<file path="config.mk">
export PLATFORM = sky130hd
export DESIGN_NAME = uart_rx_deserializer_flat
export DESIGN_NICKNAME = d
export VERILOG_FILES = /design/src/rtl/uart_rx_deserializer_if.sv /design/src/rtl/uart_rx_deserializer.sv /design/src/flat_wrapper.sv
export SDC_FILE = /design/constraint.sdc
export NUM_CORES = 1
export LEC_CHECK = 0
export CAP_MARGIN = 25
export CORE_MARGIN = 1
export CORE_UTILIZATION = 50
export CTS_CLUSTER_DIAMETER = 60
export DETAILED_ROUTE_END_ITERATION = 16
export DONT_BUFFER_PORTS = 1
export PLACE_DENSITY_LB_ADDON = 0.08
export SLEW_MARGIN = 20
export SYNTH_ARGS = -nofsm -noshare
export SYNTH_HDL_FRONTEND = slang
export SYNTH_SLANG_ARGS = --single-unit
</file>
<file path="constraint.sdc">
create_clock -name clk_i -period 2.3 [get_ports clk_i]
set_clock_uncertainty 0.05 [all_clocks]
set_input_delay 0.345 -clock clk_i [delete_from_list [all_inputs] [get_ports clk_i]]
set_output_delay 0.345 -clock clk_i [all_outputs]
set_load 0.1 [all_outputs]
</file>
<file path="src/rtl/uart_rx_deserializer_if.sv">
// Serial receive bundle between the UART state machine, the raw line and the word consumer.
// The slave side is the deserializer; the master side drives tick, state and line.
interface uart_rx_deserializer_if #(
  parameter int DATA_BITS = 8
);
  logic                 bclk;
  logic                 state;
  logic                 rxd;
  logic                 brk;
  logic [DATA_BITS-1:0] data;
  logic                 valid;
  logic                 ferr;

  modport master (output bclk, output state, output rxd,
                  input  brk,  input  data,  input  valid, input ferr);
  modport slave  (input  bclk, input  state, input  rxd,
                  output brk,  output data,  output valid, output ferr);
endinterface

</file>
<file path="src/rtl/uart_rx_deserializer.sv">
// Times a UART frame from the oversample tick while the receive state machine is BUSY,
// samples start/data/stop bits at mid-bit and returns BREAK plus VALID/FERR.
//   state   | meaning
//   S_IDLE  | counters cleared, waiting for BUSY
//   S_START | counting half a bit to mid start bit
//   S_DATA  | sampling DATA_BITS bits, LSB first
//   S_STOP  | sampling stop bit, emitting result
//   S_DONE  | result given, waiting for IDLE
module uart_rx_deserializer #(
  parameter int DATA_BITS  = 8,
  parameter int OVERSAMPLE = 16
) (
  input logic clk_i,
  input logic reset_i,
  uart_rx_deserializer_if.slave rx
);
  localparam int TW = $clog2(OVERSAMPLE);
  localparam int BW = $clog2(DATA_BITS + 1);
  localparam logic [TW-1:0] TICK_HALF = TW'(OVERSAMPLE / 2 - 1);
  localparam logic [TW-1:0] TICK_LAST = TW'(OVERSAMPLE - 1);
  localparam logic [BW-1:0] BIT_LAST  = BW'(DATA_BITS - 1);

  localparam logic [2:0] S_IDLE  = 3'd0;
  localparam logic [2:0] S_START = 3'd1;
  localparam logic [2:0] S_DATA  = 3'd2;
  localparam logic [2:0] S_STOP  = 3'd3;
  localparam logic [2:0] S_DONE  = 3'd4;

  logic                 rxd_meta_q, rxs_q;
  logic [2:0]           state_q, state_d;
  logic [TW-1:0]        tick_q, tick_d;
  logic [BW-1:0]        bit_q, bit_d;
  logic [DATA_BITS-1:0] shift_q, shift_d;
  logic [DATA_BITS-1:0] data_q, data_d;
  logic                 brk_q, brk_d;
  logic                 valid_q, valid_d;
  logic                 ferr_q, ferr_d;

  always_comb begin
    state_d = state_q;
    tick_d  = tick_q;
    bit_d   = bit_q;
    shift_d = shift_q;
    data_d  = data_q;
    brk_d   = 1'b0;
    valid_d = 1'b0;
    ferr_d  = 1'b0;
    case (state_q)
      S_IDLE: begin
        tick_d = '0;
        bit_d  = '0;
        if (rx.state) state_d = S_START;
      end
      S_START: begin
        if (!rx.state) begin
          state_d = S_IDLE;
          tick_d  = '0;
        end else if (rx.bclk) begin
          if (tick_q == TICK_HALF) begin
            tick_d = '0;
            if (rxs_q) begin
              brk_d   = 1'b1;
              state_d = S_DONE;
            end else begin
              state_d = S_DATA;
            end
          end else begin
            tick_d = tick_q + 1'b1;
          end
        end
      end
      S_DATA: begin
        if (!rx.state) begin
          state_d = S_IDLE;
          tick_d  = '0;
          bit_d   = '0;
        end else if (rx.bclk) begin
          if (tick_q == TICK_LAST) begin
            tick_d  = '0;
            shift_d = {rxs_q, shift_q[DATA_BITS-1:1]};
            if (bit_q == BIT_LAST) begin
              bit_d   = '0;
              state_d = S_STOP;
            end else begin
              bit_d = bit_q + 1'b1;
            end
          end else begin
            tick_d = tick_q + 1'b1;
          end
        end
      end
      S_STOP: begin
        if (!rx.state) begin
          state_d = S_IDLE;
          tick_d  = '0;
        end else if (rx.bclk) begin
          if (tick_q == TICK_LAST) begin
            tick_d  = '0;
            brk_d   = 1'b1;
            state_d = S_DONE;
            // A low stop bit leaves the last good word in place.
            if (rxs_q) begin
              valid_d = 1'b1;
              data_d  = shift_q;
            end else begin
              ferr_d = 1'b1;
            end
          end else begin
            tick_d = tick_q + 1'b1;
          end
        end
      end
      S_DONE: begin
        tick_d = '0;
        bit_d  = '0;
        if (!rx.state) state_d = S_IDLE;
      end
      default: state_d = S_IDLE;
    endcase
  end

  always_ff @(posedge clk_i) begin
    if (reset_i) begin
      rxd_meta_q <= 1'b1;
      rxs_q      <= 1'b1;
      state_q    <= S_IDLE;
      tick_q     <= '0;
      bit_q      <= '0;
      shift_q    <= '0;
      data_q     <= '0;
      brk_q      <= 1'b0;
      valid_q    <= 1'b0;
      ferr_q     <= 1'b0;
    end else begin
      rxd_meta_q <= rx.rxd;
      rxs_q      <= rxd_meta_q;
      state_q    <= state_d;
      tick_q     <= tick_d;
      bit_q      <= bit_d;
      shift_q    <= shift_d;
      data_q     <= data_d;
      brk_q      <= brk_d;
      valid_q    <= valid_d;
      ferr_q     <= ferr_d;
    end
  end

  assign rx.brk   = brk_q;
  assign rx.data  = data_q;
  assign rx.valid = valid_q;
  assign rx.ferr  = ferr_q;
endmodule

</file>
<file path="src/flat_wrapper.sv">
// flat-port wrapper written by rule: the top's interface ports become plain ports
module uart_rx_deserializer_flat 
#(
  parameter int DATA_BITS  = 8,
  parameter int OVERSAMPLE = 16
)
  (clk_i, reset_i, rx_bclk, rx_state, rx_rxd, rx_brk, rx_data, rx_valid, rx_ferr);
  uart_rx_deserializer_if #(.DATA_BITS(DATA_BITS)) rx_i ();
  input logic clk_i;
  input logic reset_i;
  input wire logic [$bits(rx_i.bclk)-1:0] rx_bclk;
  input wire logic [$bits(rx_i.state)-1:0] rx_state;
  input wire logic [$bits(rx_i.rxd)-1:0] rx_rxd;
  output wire logic [$bits(rx_i.brk)-1:0] rx_brk;
  output wire logic [$bits(rx_i.data)-1:0] rx_data;
  output wire logic [$bits(rx_i.valid)-1:0] rx_valid;
  output wire logic [$bits(rx_i.ferr)-1:0] rx_ferr;
  assign rx_i.bclk = rx_bclk;
  assign rx_i.state = rx_state;
  assign rx_i.rxd = rx_rxd;
  assign rx_brk = rx_i.brk;
  assign rx_data = rx_i.data;
  assign rx_valid = rx_i.valid;
  assign rx_ferr = rx_i.ferr;
  uart_rx_deserializer #(.DATA_BITS(DATA_BITS), .OVERSAMPLE(OVERSAMPLE)) u_core (.clk_i(clk_i), .reset_i(reset_i), .rx(rx_i));
endmodule
</file>
======== Yosys cells after proc, flatten, opt, wreduce, memory -nomap -nowiden ========
Index checks and enable logic that the tools add are counted.
storage, ports and cells
  bits in registers ....................... 32
  bits in latches ......................... 0
  bits in writable memories ............... 0
  ROM bits ................................ 0
  output and inout bits ................... 11
  logic and storage cells ................. 79
  memories kept ........................... 0
cells by class
  add/subtract/negate cells ............... 2
  $mul .................................... 0
  div/mod/pow operators ................... 0
  $lt $le $gt $ge ......................... 0
  equal/unequal tests ..................... 17
  shift operators ......................... 0
  multiplexer cells ....................... 35
  bitwise gates (word level) .............. 4
  reductions and logical operators ........ 11
operators by type and width
  kind                                                    number
  two-way mux 4 bit                                       10
  two-way mux 3 bit                                       13
  one-hot mux 3 bit (5 select lines)                      1
  inequality test 3 x 2 -> 1 bit (second input constant)  4
  inequality test 3 bit (second input constant)           4
  one-hot mux 4 bit (3 select lines)                      1
  AND reduction 9 bit                                     1
  adder 4 x 1 -> 4 bit (second input constant)            2
  equality test 4 x 3 -> 1 bit (second input constant)    2
  two-way mux 1 bit                                       8
  one-hot mux 4 bit (2 select lines)                      1
  equality test 3 x 2 -> 1 bit (second input constant)    2
  AND reduction 3 bit                                     2
  AND reduction 5 bit                                     1
  OR reduction 5 bit                                      1
  equality test 4 bit (second input constant)             1
  inequality test 2 bit (second input constant)           2
  inverter 1 bit                                          4
  AND reduction 4 bit                                     1
  OR reduction 2 bit                                      2
  equality test 3 x 1 -> 1 bit (second input constant)    1
  equality test 3 bit (second input constant)             1
  logical NOT 3 bit                                       1
  nonzero test 3 bit                                      1
  other kinds (2)                                         2

======== Logic depth before layout (Yosys ltp) ========
Gate-level depths: netlist (run 1).
  word-level depth ........................ 6
  depth in mapped cells ................... 6
  depth with buffers taken out ............ 5

======== Least setup slack after synthesis (run 1) ========
No wires, ideal clock.
  path kind ............................... register to register
  start ................................... register u_core.tick_q[0]
  end ..................................... register u_core.bit_q[2]
  arrival time ............................ 1.894 ns
  data required time ...................... 2.180 ns
  path slack .............................. 0.286 ns
  stages on the path, launching flop included .. 7
  path buffers ............................ 1
  cells stage by stage .................... dfxtp_1 > ha_1 > and4_4 > or4b_4 > buf_6 > or3b_1 > a21oi_1
between the ends
  cells in the longest elaborated chain, start to end .. 3
RTL lines
  item                                      RTL line                     source
  start, declared                           uart_rx_deserializer.sv:31   logic [TW-1:0] tick_q, tick_d;
  start signal, assigned                    uart_rx_deserializer.sv:138  tick_q <= tick_d;
  equality test 4 bit                       uart_rx_deserializer.sv:78   if (tick_q == TICK_LAST) begin
  inequality test 3 x 2 -> 1 bit (no line)  n/a
  AND reduction 3 bit (no line)             n/a
  end signal, assigned                      uart_rx_deserializer.sv:139  bit_q <= bit_d;
  end, declared                             uart_rx_deserializer.sv:32   logic [BW-1:0] bit_q, bit_d;
No other way between the ends.
A chain may end at the register's enable or synchronous reset.

======== Worst setup path after layout (run 1) ========
  start ................................... register u_core.tick_q[0]
  end ..................................... register u_core.bit_q[3]
The elaborated chain is that of the path after synthesis.

==> results_dict.tcl, run 1 <==
set metrics [dict create \
    wire_per_inst_um 13.9 \
    dr.first_iter.drc_count 32 \
    power.density_nw_per_um2 627 \
    syn_area_sq_um 1400 \
    area_delta_synth_final_pct 15.3 \
    path_cells "ha_1 > and4_4 > or4b_4 > or4_1 > a31oi_1" \
    drive_gt1_frac 0.151 \
    intPower_mw 0.796 \
    ios 16 \
    combPwrFrac 0.028 \
    port_buffers 0 \
    cp_slowest_cell "or4b_4" \
    die_x_um 54.9 \
    grt_max_degree 31 \
    cts_root_buf "clkbuf_4" \
    r2r_end "u_core.bit_q[3]" \
    tns_ns 0 \
    wirelength_um 2810 \
    antenna_found_initial 0 \
    hold_path_depth 1 \
    cp-end-kind "register" \
    crit_end "u_core.bit_q[3]" \
    clockPowerShare 0.417 \
    diodes 0 \
    cts_tree "done" \
    ir_drop_uv 504 \
    dpl.hpwl_um 1780 \
    swShare 0.213 \
    switchingPower_mw 0.215 \
    cp.required_ns 2.52 \
    dieArea_sq_um 3010 \
    fmax_mhz 455 \
    grt_pass1_wl_um 4250 \
    maxCapViolations 0 \
    syn_inst 154 \
    leakage_nw 0.711 \
    post_cts_buffers 0 \
    initial_core_util 0.545 \
    rows 18 \
    grt_overflow 0 \
    reg2reg_setup_slack_ns 0.10 \
    clk_latency_ns 0.33 \
    fin_crit_sh 0.955 \
    power_frac_seq 0.555 \
    slew_viol_final 0 \
    status "finished clean" \
    grtUsageTotal 0.203 \
    grt_pass1_vias 945 \
    vias 1140 \
    maxSlewHeadroom 0.566 \
    syn_nets 161 \
    final_common_cell "dfxtp_1" \
    dr.pass1.iters 4 \
    final.min_clock_period_ns 2.20 \
    die_h_um 54.9 \
    ys_seq_area_frac 0.458 \
    crit_arrival_ns 2.42 \
    fin_nets 178 \
    gp_congestion 0.817 \
    cts.path.max_buffers 2 \
    cts.sinks 32 \
    path_class "register to register" \
    clkTransAtPathRegs_ns 0.10 \
    synth_seq_cells 32 \
    core_sq_um 2570 \
    finalHoldViolations 0 \
    yosys_warnings 0 \
    ff2ff_path_depth 5 \
    synth_cell_type_count 34 \
    crit_start "u_core.tick_q[0]" \
    min_path_type "input port to register" \
    cts_made_buffers 5 \
    worst_pin_slew_ns 0.648 \
    drtAntennaViolNets 0 \
    critPathMaxFanout 6 \
    final_cell_mix "32 x dfxtp_1, 23 x nor2_1, 16 x mux2i_1, 14 x nand2_1, 14 x buf_4" \
    hp-start "reset_i" \
    cp-start-kind "register" \
    setup_viol 0 \
    vias_per_cell 5.64 \
    timing.rr.start "u_core.tick_q[0]" \
    hold_slack_ns 0.0211 \
    critPathMaxStageDelay_ns 0.52 \
    rsz0062_at_grt "false" \
    route.detailed.drc 0 \
    cts_max_level 2 \
    syn_avg_cell_area_sq_um 9.08 \
]
[cells in the mapped netlist]
cell type / number / area (sq um)
nand3b_1: 2 / 15.0
and4_4: 1 / 11.3
mux2i_1: 16 / 160
o2111ai_1: 2 / 17.5
mux2_2: 1 / 11.3
a311oi_1: 1 / 8.76
and4b_1: 1 / 10.0
or2_2: 2 / 12.5
o31ai_1: 1 / 7.51
nand2_1: 14 / 52.6
a311o_1: 1 / 10.0
clkbuf_1: 6 / 22.5
nand2b_1: 3 / 18.8
or3b_1: 1 / 8.76
nor3_1: 2 / 10.0
nor3b_1: 2 / 15.0
or4_1: 1 / 7.51
nor4bb_1: 1 / 10.0
and3b_1: 2 / 17.5
ha_1: 2 / 25.0
inv_1: 4 / 15.0
xnor2_1: 2 / 17.5
nor2_1: 23 / 86.3
o21ai_0: 6 / 30.0
o211ai_1: 2 / 15.0
a21oi_1: 10 / 50.1
or4b_4: 1 / 13.8
buf_6: 2 / 22.5
nor4_1: 1 / 6.26
nor2b_1: 1 / 6.26
nand3_1: 5 / 25.0
a31oi_1: 2 / 12.5
and3_1: 1 / 6.26
dfxtp_1: 32 / 641
[flip-flops by register name (all words and copies together) (netlist names)]
register,cells
u_core.shift_q,8
u_core.rx.valid,1
u_core.rxs_q,1
u_core.rxd_meta_q,1
u_core.rx.brk,1
u_core.rx.data,8
u_core.state_q,3
u_core.bit_q,4
u_core.rx.ferr,1
u_core.tick_q,4
[timing repair]
action,4_1_cts,5_1_grt
hold buffers,1,3
resized for setup,0,0
hold endpoints to repair,2,16
[stage by stage]
step | area (sq um) | instances | power (mW) | setup WS [ns] | utilization
2_1_floorplan | 1400 | 154 | 0.593 | 0.286 | -
3_3_place_gp | 1500 | 190 | 0.590 | 0.192 | 0.583
3_5_place_dp | 1500 | 190 | 0.591 | 0.148 | 0.583
4_1_cts | 1580 | 199 | 1.01 | 0.112 | 0.616
5_1_grt | 1610 | 202 | 1.05 | 0.0489 | 0.628
6_report | 1610 | 202 | 1.01 | 0.104 | 0.628
[power by group through the flow]
stage	clock network [mW]	registers, mW	logic (mW)
2_1_floorplan	0	0.571	0.0220
3_3_place_gp	0	0.574	0.0169
3_5_place_dp	0	0.573	0.0173
4_1_cts	0.428	0.560	0.0192
5_1_grt	0.456	0.561	0.0315
6_report	0.422	0.561	0.0287
[worst min-delay path by stage]
stage / end / slack (ns)
after floorplan: u_core.rxs_q / 0.34
after detailed placement: u_core.rxs_q / 0.35
after CTS: u_core.state_q[0] / 0.004
final: u_core.tick_q[0] / 0.02
after global placement: u_core.rxs_q / 0.34
after global routing: u_core.rx.data[7] / 0.0005
[final cells by class]
type | count | area, sq um
fill | 236 | 955
multi-input combinational | 110 | 698
sequential | 32 | 641
timing repair buffer | 18 | 145
clock buffer | 6 | 41.3
tap | 30 | 37.5
clock inverter | 2 | 35.0
inverter | 4 | 15.0
[routing by layer]
layer / share of wire / GRT usage / vias up
li1: - / - / 578
met1: 0.49 / 0.263 / 531
met2: 0.44 / 0.299 / 25
met3: 0.055 / 0.0847 / 6
met4: 0.013 / 0.0750 / 0
met5: 0 / 0 / -
[critical path, delay by kind of cell, from the launching register on]
kind            cells  cell delay (ns)
simple gates        3             1.29
flops               1             0.38
fa+ha+maj           1             0.26
compound gates      1             0.17
[cells by family after synthesis]
family | share of synthesized area
fa+ha+maj | 0.0179
buf+inv | 0.0429
compound gates | 0.108
mux | 0.123
simple gates | 0.238
flops | 0.458
xor+xnor | 0.0125
Note: power is estimated with default switching activity, not from simulation.
==> inputs of run 2 (changes only) <==
CORE_MARGIN = 4   (was 1)
==> results_dict.tcl, run 2 (same netlist as run 1, synthesis figures left out) <==
set metrics [dict create \
    hp-start "reset_i" \
    reg2reg_setup_slack_ns 0.13 \
    cts.sinks 32 \
    status "finished clean" \
    final_common_cell "dfxtp_1" \
    crit_arrival_ns 2.38 \
    diodes 0 \
    nFillCells 223 \
    intPower_mw 0.794 \
    path_class "register to register" \
    ir_drop_uv 614 \
    rsz0062_at_grt "false" \
    route.detailed.drc 0 \
    grt_pass1_vias 1046 \
    vias_per_cell 5.67 \
    drive_gt1_frac 0.164 \
    finalHoldViolations 0 \
    die_h_um 60.9 \
    hold_path_depth 1 \
    worst_pin_slew_ns 0.829 \
    dr.pass1.iters 4 \
    grt_pass1_wl_um 4780 \
    dieArea_sq_um 3710 \
    maxCapViolations 0 \
    switchingPower_mw 0.215 \
    post_cts_buffers 0 \
    clockPowerShare 0.417 \
    ff2ff_path_depth 5 \
    cp_slowest_cell "or4b_4" \
    r2r_end "u_core.bit_q[3]" \
    vias 1140 \
    grtUsageTotal 0.176 \
    slew_viol_final 0 \
    path_cells "ha_2 > and4_4 > or4b_4 > or4_1 > a31oi_1" \
    cts_tree "done" \
    cts_made_buffers 5 \
    clk_latency_ns 0.33 \
    setup_viol 0 \
    timing.rr.start "u_core.tick_q[0]" \
    wirelength_um 2790 \
    grt_overflow 0 \
    cp-end-kind "register" \
    area_delta_synth_final_pct 14.6 \
    core_sq_um 2570 \
    stdcell_area_sq_um 1600 \
    dpl-instance-area_sq_um 1500 \
    cts_max_level 2 \
    port_buffers 0 \
    critPathMaxFanout 6 \
    tns_ns 0 \
    maxSlewHeadroom 0.445 \
    antenna_found_initial 0 \
    swShare 0.214 \
    power.density_nw_per_um2 630 \
    grt_max_degree 32 \
    fmax_mhz 460 \
    multi_input_area_sq_um 701 \
    initial_core_util 0.545 \
    final.min_clock_period_ns 2.17 \
    gp_congestion 0.803 \
    power_frac_seq 0.556 \
    wire_per_inst_um 13.9 \
    final_cell_mix "32 x dfxtp_1, 23 x nor2_1, 16 x mux2i_1, 15 x buf_4, 14 x nand2_1" \
    clkTransAtPathRegs_ns 0.10 \
    dpl.hpwl_um 1810 \
    min_path_type "input port to register" \
    hold_slack_ns 0.0306 \
    regArea_sq_um 641 \
    rows 18 \
    fin_crit_sh 0.944 \
    ios 16 \
    leakage_nw 0.704 \
    drtAntennaViolNets 0 \
    min_to "u_core.state_q[1]" \
    combPwrFrac 0.027 \
    cts_root_buf "clkbuf_4" \
    critPathMaxStageDelay_ns 0.52 \
    dr.first_iter.drc_count 29 \
    fin_nets 177 \
    die_x_um 60.9 \
    cp.required_ns 2.51 \
    cts.path.max_buffers 2 \
    cp-start-kind "register" \
]
[run 2: layer usage]
metal  global-route usage  vias up  part of all wire
met3               0.0787        6             0.055
li1                     -      574                 -
met5                    0        -                 0
met4               0.0805        0             0.016
met1                0.227      533              0.49
met2                0.253       27              0.44
[run 2: worst max-delay path by stage]
stage,slack [ns],endpoint,startpoint
6_report,0.13,u_core.bit_q[3],u_core.tick_q[0]
5_1_grt,0.02,u_core.bit_q[3],u_core.tick_q[1]
4_1_cts,0.12,u_core.bit_q[3],u_core.tick_q[0]
3_5_place_dp,0.15,u_core.bit_q[3],u_core.tick_q[0]
3_3_place_gp,0.19,u_core.bit_q[3],u_core.tick_q[0]
2_1_floorplan,0.29,u_core.bit_q[2],u_core.tick_q[0]
[run 2: area by class of cell]
type                    instances  area share
clock inverters                 2      0.0219
multi-input cells             110       0.437
inverters                       4     0.00937
flip-flops and latches         32       0.400
repair buffers                 17      0.0827
clock buffers                   6      0.0258
well taps                      30      0.0234
[run 2: power by group through the flow]
stage | clock, mW | sequential (mW) | combinational, mW
after floorplan | 0 | 0.571 | 0.0220
after global placement | 0 | 0.574 | 0.0168
after detailed placement | 0 | 0.573 | 0.0171
after CTS | 0.428 | 0.561 | 0.0178
after global routing | 0.465 | 0.561 | 0.0306
final | 0.421 | 0.561 | 0.0273
[run 2: worst max-delay path: cells and delay by family, from the launching register on]
kind / cells / cell delay [ns]
AO/OA/AOI/OAI: 1 / 0.16
flip-flops: 1 / 0.39
AND/OR/NAND/NOR: 3 / 1.27
adder cells (fa/ha/maj): 1 / 0.23
[run 2: through the flow]
step	total power, mW	cells	utilization	worst slack [ns]
2_1_floorplan	0.593	154	-	0.286
5_1_grt	1.06	201	0.624	0.0189
3_5_place_dp	0.590	191	0.586	0.151
6_report	1.01	201	0.624	0.128
4_1_cts	1.01	199	0.615	0.120
3_3_place_gp	0.590	191	0.586	0.191
[run 2: repair_timing]
item,CTS,global route
hold buffers,0,2
resized for setup,0,1
endpoints found under the setup margin,0,1
hold endpoints to repair,0,23
